==> src/rtl/hazard_ctrl_if.sv <==
// Pipeline-side signal bundle for hazard_ctrl: ID-stage operand info in, forwarding/stall controls out.
interface hazard_ctrl_if;
    logic       id_valid;
    logic [4:0] id_rs1;
    logic [4:0] id_rs2;
    logic       id_use_rs1;
    logic       id_use_rs2;
    logic [4:0] id_rd;
    logic       id_reg_wr;
    logic       id_mem_reg;
    logic       ex_branch_taken;
    logic [1:0] fwd_rs1;
    logic [1:0] fwd_rs2;
    logic [1:0] ex_is_stall;
    logic       pc_hold;
    logic       ifid_hold;
    logic       ifid_flush;

    modport slave (
        input  id_valid, id_rs1, id_rs2, id_use_rs1, id_use_rs2,
        input  id_rd, id_reg_wr, id_mem_reg, ex_branch_taken,
        output fwd_rs1, fwd_rs2, ex_is_stall, pc_hold, ifid_hold, ifid_flush
    );

    modport master (
        output id_valid, id_rs1, id_rs2, id_use_rs1, id_use_rs2,
        output id_rd, id_reg_wr, id_mem_reg, ex_branch_taken,
        input  fwd_rs1, fwd_rs2, ex_is_stall, pc_hold, ifid_hold, ifid_flush
    );
endinterface

==> src/rtl/hazard_ctrl.sv <==
// Data-hazard forwarding, load-use stall and branch flush control for a 5-stage pipeline.
// Define HAZ_MEM_FWD_EN to enable MEM/WB forwarding; otherwise MEM-stage hazards stall.
//
// state   | meaning
// RUN     | normal issue, shadows track EX/MEM
// LDSTALL | bubble in EX, held ID instruction re-evaluated
// FLUSH   | bubble in EX after a taken branch, branches ignored
module hazard_ctrl (
    input  logic         clk,
    input  logic         rst_n,
    hazard_ctrl_if.slave hz
);
    typedef enum logic [1:0] {RUN = 2'd0, LDSTALL = 2'd1, FLUSH = 2'd2} state_t;

    typedef struct packed {
        logic [4:0] rd;
        logic       wr;
        logic       ld;
    } slot_t;

    state_t     state_q, state_d;
    slot_t      exs_q, exs_d, mems_q, mems_d;
    logic [1:0] fwd1_q, fwd1_d, fwd2_q, fwd2_d, stall_q, stall_d;

    logic exs_m1, exs_m2, mems_m1, mems_m2;
    logic need1, need2, hazard, branch, hold;

    assign exs_m1  = exs_q.wr  && (exs_q.rd  != 5'd0) && (exs_q.rd  == hz.id_rs1) && hz.id_use_rs1;
    assign exs_m2  = exs_q.wr  && (exs_q.rd  != 5'd0) && (exs_q.rd  == hz.id_rs2) && hz.id_use_rs2;
    assign mems_m1 = mems_q.wr && (mems_q.rd != 5'd0) && (mems_q.rd == hz.id_rs1) && hz.id_use_rs1;
    assign mems_m2 = mems_q.wr && (mems_q.rd != 5'd0) && (mems_q.rd == hz.id_rs2) && hz.id_use_rs2;

`ifdef HAZ_MEM_FWD_EN
    assign need1 = exs_m1 && exs_q.ld;
    assign need2 = exs_m2 && exs_q.ld;
`else
    // Without a MEM/WB path, only a non-load EX match can be forwarded.
    assign need1 = (exs_m1 && exs_q.ld) || (!exs_m1 && mems_m1);
    assign need2 = (exs_m2 && exs_q.ld) || (!exs_m2 && mems_m2);
`endif

    assign hazard = hz.id_valid && (need1 || need2);
    assign branch = hz.ex_branch_taken && (state_q != FLUSH);
    assign hold   = hazard && !branch && (state_q != FLUSH);

    always_comb begin
        state_d = state_q;
        exs_d   = '{rd: hz.id_rd, wr: hz.id_reg_wr & hz.id_valid, ld: hz.id_mem_reg & hz.id_valid};
        mems_d  = exs_q;
        stall_d = 2'b00;
`ifdef HAZ_MEM_FWD_EN
        fwd1_d  = (exs_m1 && !exs_q.ld) ? 2'b10 : (mems_m1 ? 2'b01 : 2'b00);
        fwd2_d  = (exs_m2 && !exs_q.ld) ? 2'b10 : (mems_m2 ? 2'b01 : 2'b00);
`else
        fwd1_d  = (exs_m1 && !exs_q.ld) ? 2'b10 : 2'b00;
        fwd2_d  = (exs_m2 && !exs_q.ld) ? 2'b10 : 2'b00;
`endif
        case (state_q)
            RUN, LDSTALL: begin
                if (branch) begin
                    state_d = FLUSH;
                end else if (hold) begin
                    state_d = LDSTALL;
                end else begin
                    state_d = RUN;
                end
            end
            FLUSH:   state_d = RUN;
            default: state_d = RUN;
        endcase
        if (branch || hold) begin
            exs_d   = '0;
            fwd1_d  = 2'b00;
            fwd2_d  = 2'b00;
            stall_d = 2'b10;
        end
    end

    always_ff @(posedge clk or negedge rst_n) begin
        if (!rst_n) begin
            state_q <= RUN;
            exs_q   <= '0;
            mems_q  <= '0;
            fwd1_q  <= 2'b00;
            fwd2_q  <= 2'b00;
            stall_q <= 2'b00;
        end else begin
            state_q <= state_d;
            exs_q   <= exs_d;
            mems_q  <= mems_d;
            fwd1_q  <= fwd1_d;
            fwd2_q  <= fwd2_d;
            stall_q <= stall_d;
        end
    end

    // Combinational controls are gated so reset silences them even with live inputs.
    assign hz.pc_hold     = rst_n & hold;
    assign hz.ifid_hold   = rst_n & hold;
    assign hz.ifid_flush  = rst_n & branch;
    assign hz.fwd_rs1     = fwd1_q;
    assign hz.fwd_rs2     = fwd2_q;
    assign hz.ex_is_stall = stall_q;
endmodule

==> src/flat_wrapper.sv <==
// flat-port wrapper written by rule: the top's interface ports become plain ports
module hazard_ctrl_flat 
  (clk, rst_n, hz_id_valid, hz_id_rs1, hz_id_rs2, hz_id_use_rs1, hz_id_use_rs2, hz_id_rd, hz_id_reg_wr, hz_id_mem_reg, hz_ex_branch_taken, hz_fwd_rs1, hz_fwd_rs2, hz_ex_is_stall, hz_pc_hold, hz_ifid_hold, hz_ifid_flush);
  hazard_ctrl_if hz_i ();
  input  logic clk;
  input  logic rst_n;
  input wire logic [$bits(hz_i.id_valid)-1:0] hz_id_valid;
  input wire logic [$bits(hz_i.id_rs1)-1:0] hz_id_rs1;
  input wire logic [$bits(hz_i.id_rs2)-1:0] hz_id_rs2;
  input wire logic [$bits(hz_i.id_use_rs1)-1:0] hz_id_use_rs1;
  input wire logic [$bits(hz_i.id_use_rs2)-1:0] hz_id_use_rs2;
  input wire logic [$bits(hz_i.id_rd)-1:0] hz_id_rd;
  input wire logic [$bits(hz_i.id_reg_wr)-1:0] hz_id_reg_wr;
  input wire logic [$bits(hz_i.id_mem_reg)-1:0] hz_id_mem_reg;
  input wire logic [$bits(hz_i.ex_branch_taken)-1:0] hz_ex_branch_taken;
  output wire logic [$bits(hz_i.fwd_rs1)-1:0] hz_fwd_rs1;
  output wire logic [$bits(hz_i.fwd_rs2)-1:0] hz_fwd_rs2;
  output wire logic [$bits(hz_i.ex_is_stall)-1:0] hz_ex_is_stall;
  output wire logic [$bits(hz_i.pc_hold)-1:0] hz_pc_hold;
  output wire logic [$bits(hz_i.ifid_hold)-1:0] hz_ifid_hold;
  output wire logic [$bits(hz_i.ifid_flush)-1:0] hz_ifid_flush;
  assign hz_i.id_valid = hz_id_valid;
  assign hz_i.id_rs1 = hz_id_rs1;
  assign hz_i.id_rs2 = hz_id_rs2;
  assign hz_i.id_use_rs1 = hz_id_use_rs1;
  assign hz_i.id_use_rs2 = hz_id_use_rs2;
  assign hz_i.id_rd = hz_id_rd;
  assign hz_i.id_reg_wr = hz_id_reg_wr;
  assign hz_i.id_mem_reg = hz_id_mem_reg;
  assign hz_i.ex_branch_taken = hz_ex_branch_taken;
  assign hz_fwd_rs1 = hz_i.fwd_rs1;
  assign hz_fwd_rs2 = hz_i.fwd_rs2;
  assign hz_ex_is_stall = hz_i.ex_is_stall;
  assign hz_pc_hold = hz_i.pc_hold;
  assign hz_ifid_hold = hz_i.ifid_hold;
  assign hz_ifid_flush = hz_i.ifid_flush;
  hazard_ctrl u_core (.clk(clk), .rst_n(rst_n), .hz(hz_i));
endmodule
==> config.mk <==
export PLATFORM = sky130hd
export DESIGN_NAME = hazard_ctrl_flat
export DESIGN_NICKNAME = d
export VERILOG_FILES = /design/src/rtl/hazard_ctrl_if.sv /design/src/rtl/hazard_ctrl.sv /design/src/flat_wrapper.sv
export SDC_FILE = /design/constraint.sdc
export NUM_CORES = 1
export LEC_CHECK = 0
export BUFFER_PORTS_ARGS = -buffer_cell sky130_fd_sc_hd__clkbuf_2
export CAP_MARGIN = 40
export CORE_AREA = 2 2 59 61
export DETAILED_ROUTE_END_ITERATION = 7
export DIE_AREA = 0 0 61 63
export GPL_TIMING_DRIVEN = 1
export PLACE_DENSITY = 0.58
export SLEW_MARGIN = 20
export SYNTH_ARGS = -nofsm -noshare
export SYNTH_HDL_FRONTEND = slang
export SYNTH_SLANG_ARGS = --single-unit
==> constraint.sdc <==
create_clock -name clk -period 6.6 [get_ports clk]
set_clock_uncertainty 0.15 [all_clocks]
set_input_delay 0.99 -clock clk [delete_from_list [all_inputs] [get_ports clk]]
set_output_delay 0.99 -clock clk [all_outputs]
set_load 0.01 [all_outputs]
==> metrics.md, run 1 <==
| Metric | Value |
|---|---|
| Status | finished, final reports clean |
| Clock Root Buffer | clkbuf_4 |
| Share of cells above drive strength 1 | 0.307 |
| CTS tree | yes |
| Most used cells in the layout excluding fill and tap cells | clkbuf_2 (28), dfrtp_1 (18), xnor2_1 (14) |
| Postcts setup bufs | 0 |
| Worst-skew pair later-pin latency | 0.28 ns |
| Crit-path max cell delay | 0.37 ns |
| Cell Chain, Critical Path | clkbuf_2 -> xor2_1 -> nor4_1 -> nand4_1 -> a22o_4 -> a21oi_1 -> nor2_1 -> clkbuf_2 |
| Number of port buffers | 28 |
| DPL Wire Length | 1530 um |
| Clock slew seen by the registers of the worst setup and hold paths | 0.10 ns |
| Number of clock buffers inserted by TritonCTS | 3 |
| Initial core utilization | 0.285 |
| Via-to-Cell Ratio | 4.16 |
| Number of inserted diodes | 0 |
| Synthesis-to-finish area growth | 21.4% |
| Crit path top cell by count | clkbuf_2 |
| Post_cts resized | 0 |
| Area of placed instances | about 1100 sq um |
| Detailed-routing iteration count for the pre-antenna-repair pass | 2 |
| Shortest clock period the worst path allows after layout | 3.70 ns |
| Setup TNS | 0 ns |
| Area enclosed by the die boundary | approximately 3800 sq um |
| Floorplan core area | 3230 sq um |
| WL final | between 1500 and 2000 um |
| GPL Wtd Cong | 0.844 |
| Most common library cell in the layout ignoring fill and taps | clkbuf_2 |
| Via count of the first global-routing pass | between 600 and 700 |
| DIE WIDTH | 61 um |
| Critical path launch point type | primary input |
| Post-Place Cells | ~160 |
| Data arrival time of the critical path | between 2 and 3 ns |
| GRT overflow | 0 |
| Warnings, synthesis | 0 |
| Hold violation total from the final report | 0 |
| Number of different library cells in the post-synthesis netlist | 23 |
| Ratio of final minimum period to clock period | 0.560 |
| Syn Std Cell Area | 922 sq um |
| Critical-path cell with the highest stage delay | nor4_1 |
| ANT nets after route | 0 |
| Critical path capture point type | output pin |
| Setup repair after global routing missed its margin | no |
| Hold_buf cts | 0 |
| Total buffers and inverters traversed by the critical path | 2 |
| Initial antenna violation count | 0 |
| Site row count | 21 |
| Maximum capacitance violations | 0 |
| Classification of the worst-slack hold path | flop to flop |
| Clk sinks | 18 |
| Leak pwr | 0.524 nW |
| Post-layout utilization of the core | 0.346 |
| Deepest clock path buffer count | 2 |
| Required time of the worst setup path | 5.46 ns |
| Post-synthesis instance total | 85 |
| CP top delay family | simple AND/OR/NAND/NOR gates |
| Type of the worst setup path | primary input to output pin |
| Sequential element share of the synthesized area | 0.488 |
| Ratio of total power to cell area | about 190 nW/um^2 |
| Setup slack of the critical path after layout | ~2.9 ns |
| Area of all placed cells without fillers | 1120 sq um |
| Maximum resistive drop on vdd | around 0.000078 V |
| Synthesized area per cell | 10.8 sq um |
| Final routed wire length divided by cell count | 11.4 um |
| Die Span Y | 63 um |
| Maximum clock rate | 0.270 GHz |
| Final setup violation count | 0 |
| Final Instance Count excl. Fillers | 160 |
| Post-detailed-route DRC marker count | 0 |
| Iter 0 DRT Violations | 7 |
| Pins over their slew limit | 0 |
| I/O pins | 32 |
| First-pass GRT wire length | a little over 3000 um |
| Final Net Count | 139 |
| Via count | 666 |
| Largest net degree at the start of global routing | 21 |
| Largest fanout on the critical path | 4 |
| Maximum level of the CTS H-tree | 1 |
| Post-place setup slack | 2.91 ns |
| All-Layer GR Usage | 0.110 |
| Number of synthesized register bits | 18 |
[synth_stat cells, drive strengths merged]
cell type  instances  area [sq um]
xnor2             14           123
a22o               1          17.5
buf                4          30.0
nor3               3          15.0
nor3b              1          7.51
xor2               6          52.6
a211oi             1          20.0
a21oi              2          10.0
and2               7          45.1
nand4              4          25.0
dfrtp             18           450
conb               1          3.75
inv                1          3.75
o21ai              1          8.76
and3b              1          8.76
and3               3          18.8
nand2b             1          6.26
nor2b              1          6.26
nand2              8          30.0
nor2               2          7.51
or4                1          7.51
nor4               4          25.0
[path summary, 6_finish.rpt]
path,startpoint,endpoint,slack (ns),cells after the start
hold / removal,u_core.exs_q[1],u_core.mems_q[1],0.28,0
hold reg to reg,u_core.exs_q[1],u_core.mems_q[1],0.28,0
setup / recovery,hz_id_rs1[4],hz_ifid_hold,2.90,8
max in group asynchronous,rst_n,u_core.mems_q[5],5.49,1
setup reg to reg,u_core.exs_q[6],u_core.exs_q[1],4.26,6
min in group asynchronous,rst_n,u_core.hz.fwd_rs1[1],0.49,1
[state kept, by name, summed over array words and instances (netlist names)]
name                   flops
u_core.exs_q               7
u_core.mems_q              6
u_core.state_q             2
u_core.hz.ex_is_stall      1
u_core.hz.fwd_rs1          1
u_core.hz.fwd_rs2          1
[where the power goes]
group          internal [mW]  switching [mW]
Clock                 0.0212          0.0317
Sequential             0.116         0.00705
Combinational         0.0180          0.0163
Total                  0.155          0.0550
[layout make-up]
| cell class | count | area [sq um] |
|---|---|---|
| Multi-Input combinational cell | 64 | 445 |
| Tap cell | 46 | 57.6 |
| Clock buffer | 3 | 22.5 |
| Fill cell | 334 | 2110 |
| Timing Repair Buffer | 28 | 140 |
| Inverter | 1 | 3.75 |
| Sequential cell | 18 | 450 |
[cells by family after synthesis]
kind of cell | Yosys count | share of synthesized area
xor gates and xnor gates | 20 | 0.190
DFF | 18 | 0.488
and+or+nand+nor | 36 | 0.220
AOI/OAI and AO/OA | 5 | 0.0611
buffers and inverters | 5 | 0.0366
other | 1 | 0.00407
[metal layers]
layer | vias up | track usage | share of wire
li1 | 339 | - | -
met1 | 311 | 0.153 | 0.44
met2 | 16 | 0.163 | 0.49
met3 | 0 | 0.0331 | 0.063
met4 | 0 | 0.0326 | 0
met5 | - | 0 | 0
[stage by stage]
step,power [mW],hold slack (ns)
after floorplan,0.145,0.224
after global placement,0.159,0.262
after detailed placement,0.160,0.260
after CTS,0.213,0.284
after global routing,0.226,0.311
final,0.210,0.282
No activity file was read; power rests on OpenSTA's default activity.
==> run 2, diff against run 1 <==
- PLACE_DENSITY: 0.58 -> 0.6
- clock period: 6.6 -> 3.2 ns (I/O delays scaled with it)
==> run 2 against run 1 <==
- die area stayed put
- count of clock-buffer cells in the layout is 1 higher
- sequential share of layout area is 0.84 points lower
- critical path type is now flop to output pin
- largest cell class unchanged
==> metrics.md, run 2 (same netlist as run 1, synthesis figures left out) <==
| Metric | Value |
|---|---|
| Status | finished, final reports clean |
| Area of placed instances | between 1000 and 1500 sq um |
| Number of port buffers | 28 |
| Hold_buf cts | 1 |
| Top sig layer | met4 |
| Postcts setup bufs | 0 |
| Switching fraction of total power | 0.254 |
| GRT overflow | 0 |
| Post-detailed-route DRC marker count | 0 |
| Post_cts resized | 0 |
| Part of the power in registers | 0.546 |
| Worst-skew pair later-pin latency | slightly below 0.3 ns |
| Largest net degree at the start of global routing | 21 |
| Number of inserted diodes | 0 |
| Critical path capture point type | output pin |
| Data arrival time of the critical path | between 2 and 2.5 ns |
| Setup TNS | 0 ns |
| Area enclosed by the die boundary | 3840 sq um |
| Final routed wire length divided by cell count | 11.1 um |
| Largest reg by FF count | u_core.exs_q |
| GPL Wtd Cong | 0.873 |
| Clock slew seen by the registers of the worst setup and hold paths | 0.10 ns |
| All-Layer GR Usage | 0.102 |
| Classification of the worst-slack hold path | primary input to flop |
| Detailed-routing iteration count for the pre-antenna-repair pass | 4 |
| Power Internal | 0.347 mW |
| Ratio of final minimum period to clock period | 0.890 |
| ANT nets after route | 0 |
| Shortest clock period the worst path allows after layout | 2.85 ns |
| Final total power | between 0.4 and 0.5 mW |
| Die Span Y | 63 um |
| Hold Worst Slack | 0.237 ns |
| Pins over their slew limit | 0 |
| Critical path launch point type | flop |
| Floorplan core area | 3230 sq um |
| Final setup violation count | 0 |
| Initial antenna violation count | 0 |
| Met3 routed wirelength | ~160 um |
| Setup slack of the critical path after layout | 0.354 ns |
| Critical hold path startpoint | hz_id_rd[0] |
| Final Instance Count excl. Fillers | 162 |
| Portion of total power attributed to the clock network | 0.300 |
| Site row count | 21 |
| Via count | 688 |
| Detailed-routed wire length on met2 | roughly 830 um |
| Iter 0 DRT Violations | 10 |
| DIE WIDTH | 61 um |
| WL final | 1800 um |
| Maximum resistive drop on vdd | roughly 0.00023 V |
| Number of clock buffers inserted by TritonCTS | 3 |
| Clk sinks | 18 |
| Final Net Count | 140 |
| I/O pins | 32 |
| Required time of the worst setup path | about 2.6 ns |
| Largest fanout on the critical path | 4 |
| First-pass GRT wire length | 2980 um |
| Net Switching | 0.118 mW |
| Share of cells above drive strength 1 | 0.310 |
| Area of all placed cells without fillers | 1140 sq um |
| Deepest clock path buffer count | 2 |
| Via count of the first global-routing pass | approximately 650 |
| Leak pwr | 0.536 nW |
| Initial core utilization | 0.285 |
| Launching point of the worst reg2reg path | u_core.exs_q[6] |
| Most used cells in the layout excluding fill and tap cells | clkbuf_2 (28), dfrtp_1 (18), xnor2_1 (14) |
| DPL Wire Length | 1510 um |
| Maximum clock rate | 0.351 GHz |
| Ratio of total power to cell area | 406 nW/um^2 |
| Setup repair after global routing missed its margin | no |
| Hold violation total from the final report | 0 |
| Most common library cell in the layout ignoring fill and taps | clkbuf_2 |
| Maximum capacitance violations | 0 |
| Met1 layer wirelength in the final routing | 802 um |
| Worst setup path startpoint | u_core.exs_q[6] |
| Leading registers by flop count | u_core.exs_q: 7 flops, u_core.mems_q: 6 flops, u_core.state_q: 2 flops |
| Synthesis-to-finish area growth | 24.0% |
| Logic gate share of total power | 0.154 |
| Via-to-Cell Ratio | approximately 4.2 |
| CTS tree | yes |
| Post-Place Cells | 157 |
| Post-place setup slack | 0.598 ns |
| Clock Root Buffer | clkbuf_4 |
| Post-layout utilization of the core | 0.354 |
| Maximum level of the CTS H-tree | 1 |
| Max FFs per register | 7 |
| Type of the worst setup path | flop to output pin |
## run 2: worst max-delay path, cell delays in order, from the launching register on
cell	delay, ns
dfrtp_1	0.45
xor2_1	0.18
nor4_1	0.36
nand4_1	0.25
a22o_4	0.30
a21oi_1	0.17
nor2_1	0.09
clkbuf_2	0.13
## run 2: power groups by stage
| stage | sequential (mW) | combinational, mW | clock [mW] |
|---|---|---|---|
| after floorplan | 0.255 | 0.0447 | 0 |
| after CTS | 0.254 | 0.0730 | 0.143 |
| final | 0.254 | 0.0717 | 0.139 |
| after detailed placement | 0.258 | 0.0717 | 0 |
| after global placement | 0.258 | 0.0702 | 0 |
| after global routing | 0.256 | 0.0808 | 0.153 |
## run 2: routing by layer
metal / vias up / GRT usage
met5: - / 0
met4: 0 / 0.0380
met3: 2 / 0.0290
met2: 26 / 0.148
met1: 315 / 0.144
li1: 345 / -
## run 2: path summary, 6_finish.rpt
kind,end,slack (ns),depth (start not counted)
min reg2reg,u_core.mems_q[1],0.27,0
min,u_core.exs_q[2],0.24,2
min in group asynchronous,u_core.hz.fwd_rs2[1],0.51,2
max reg2reg,u_core.exs_q[1],0.89,6
max in group asynchronous,u_core.exs_q[4],2.07,2
max,hz_pc_hold,0.35,7
## run 2: cell type report
cell class	instances	area [sq um]
fillers	325	2090
flip-flops and latches	18	450
multi-input cells	64	445
repair buffers	29	150
well taps	46	57.6
clock buffers	4	36.3
inverters	1	3.75
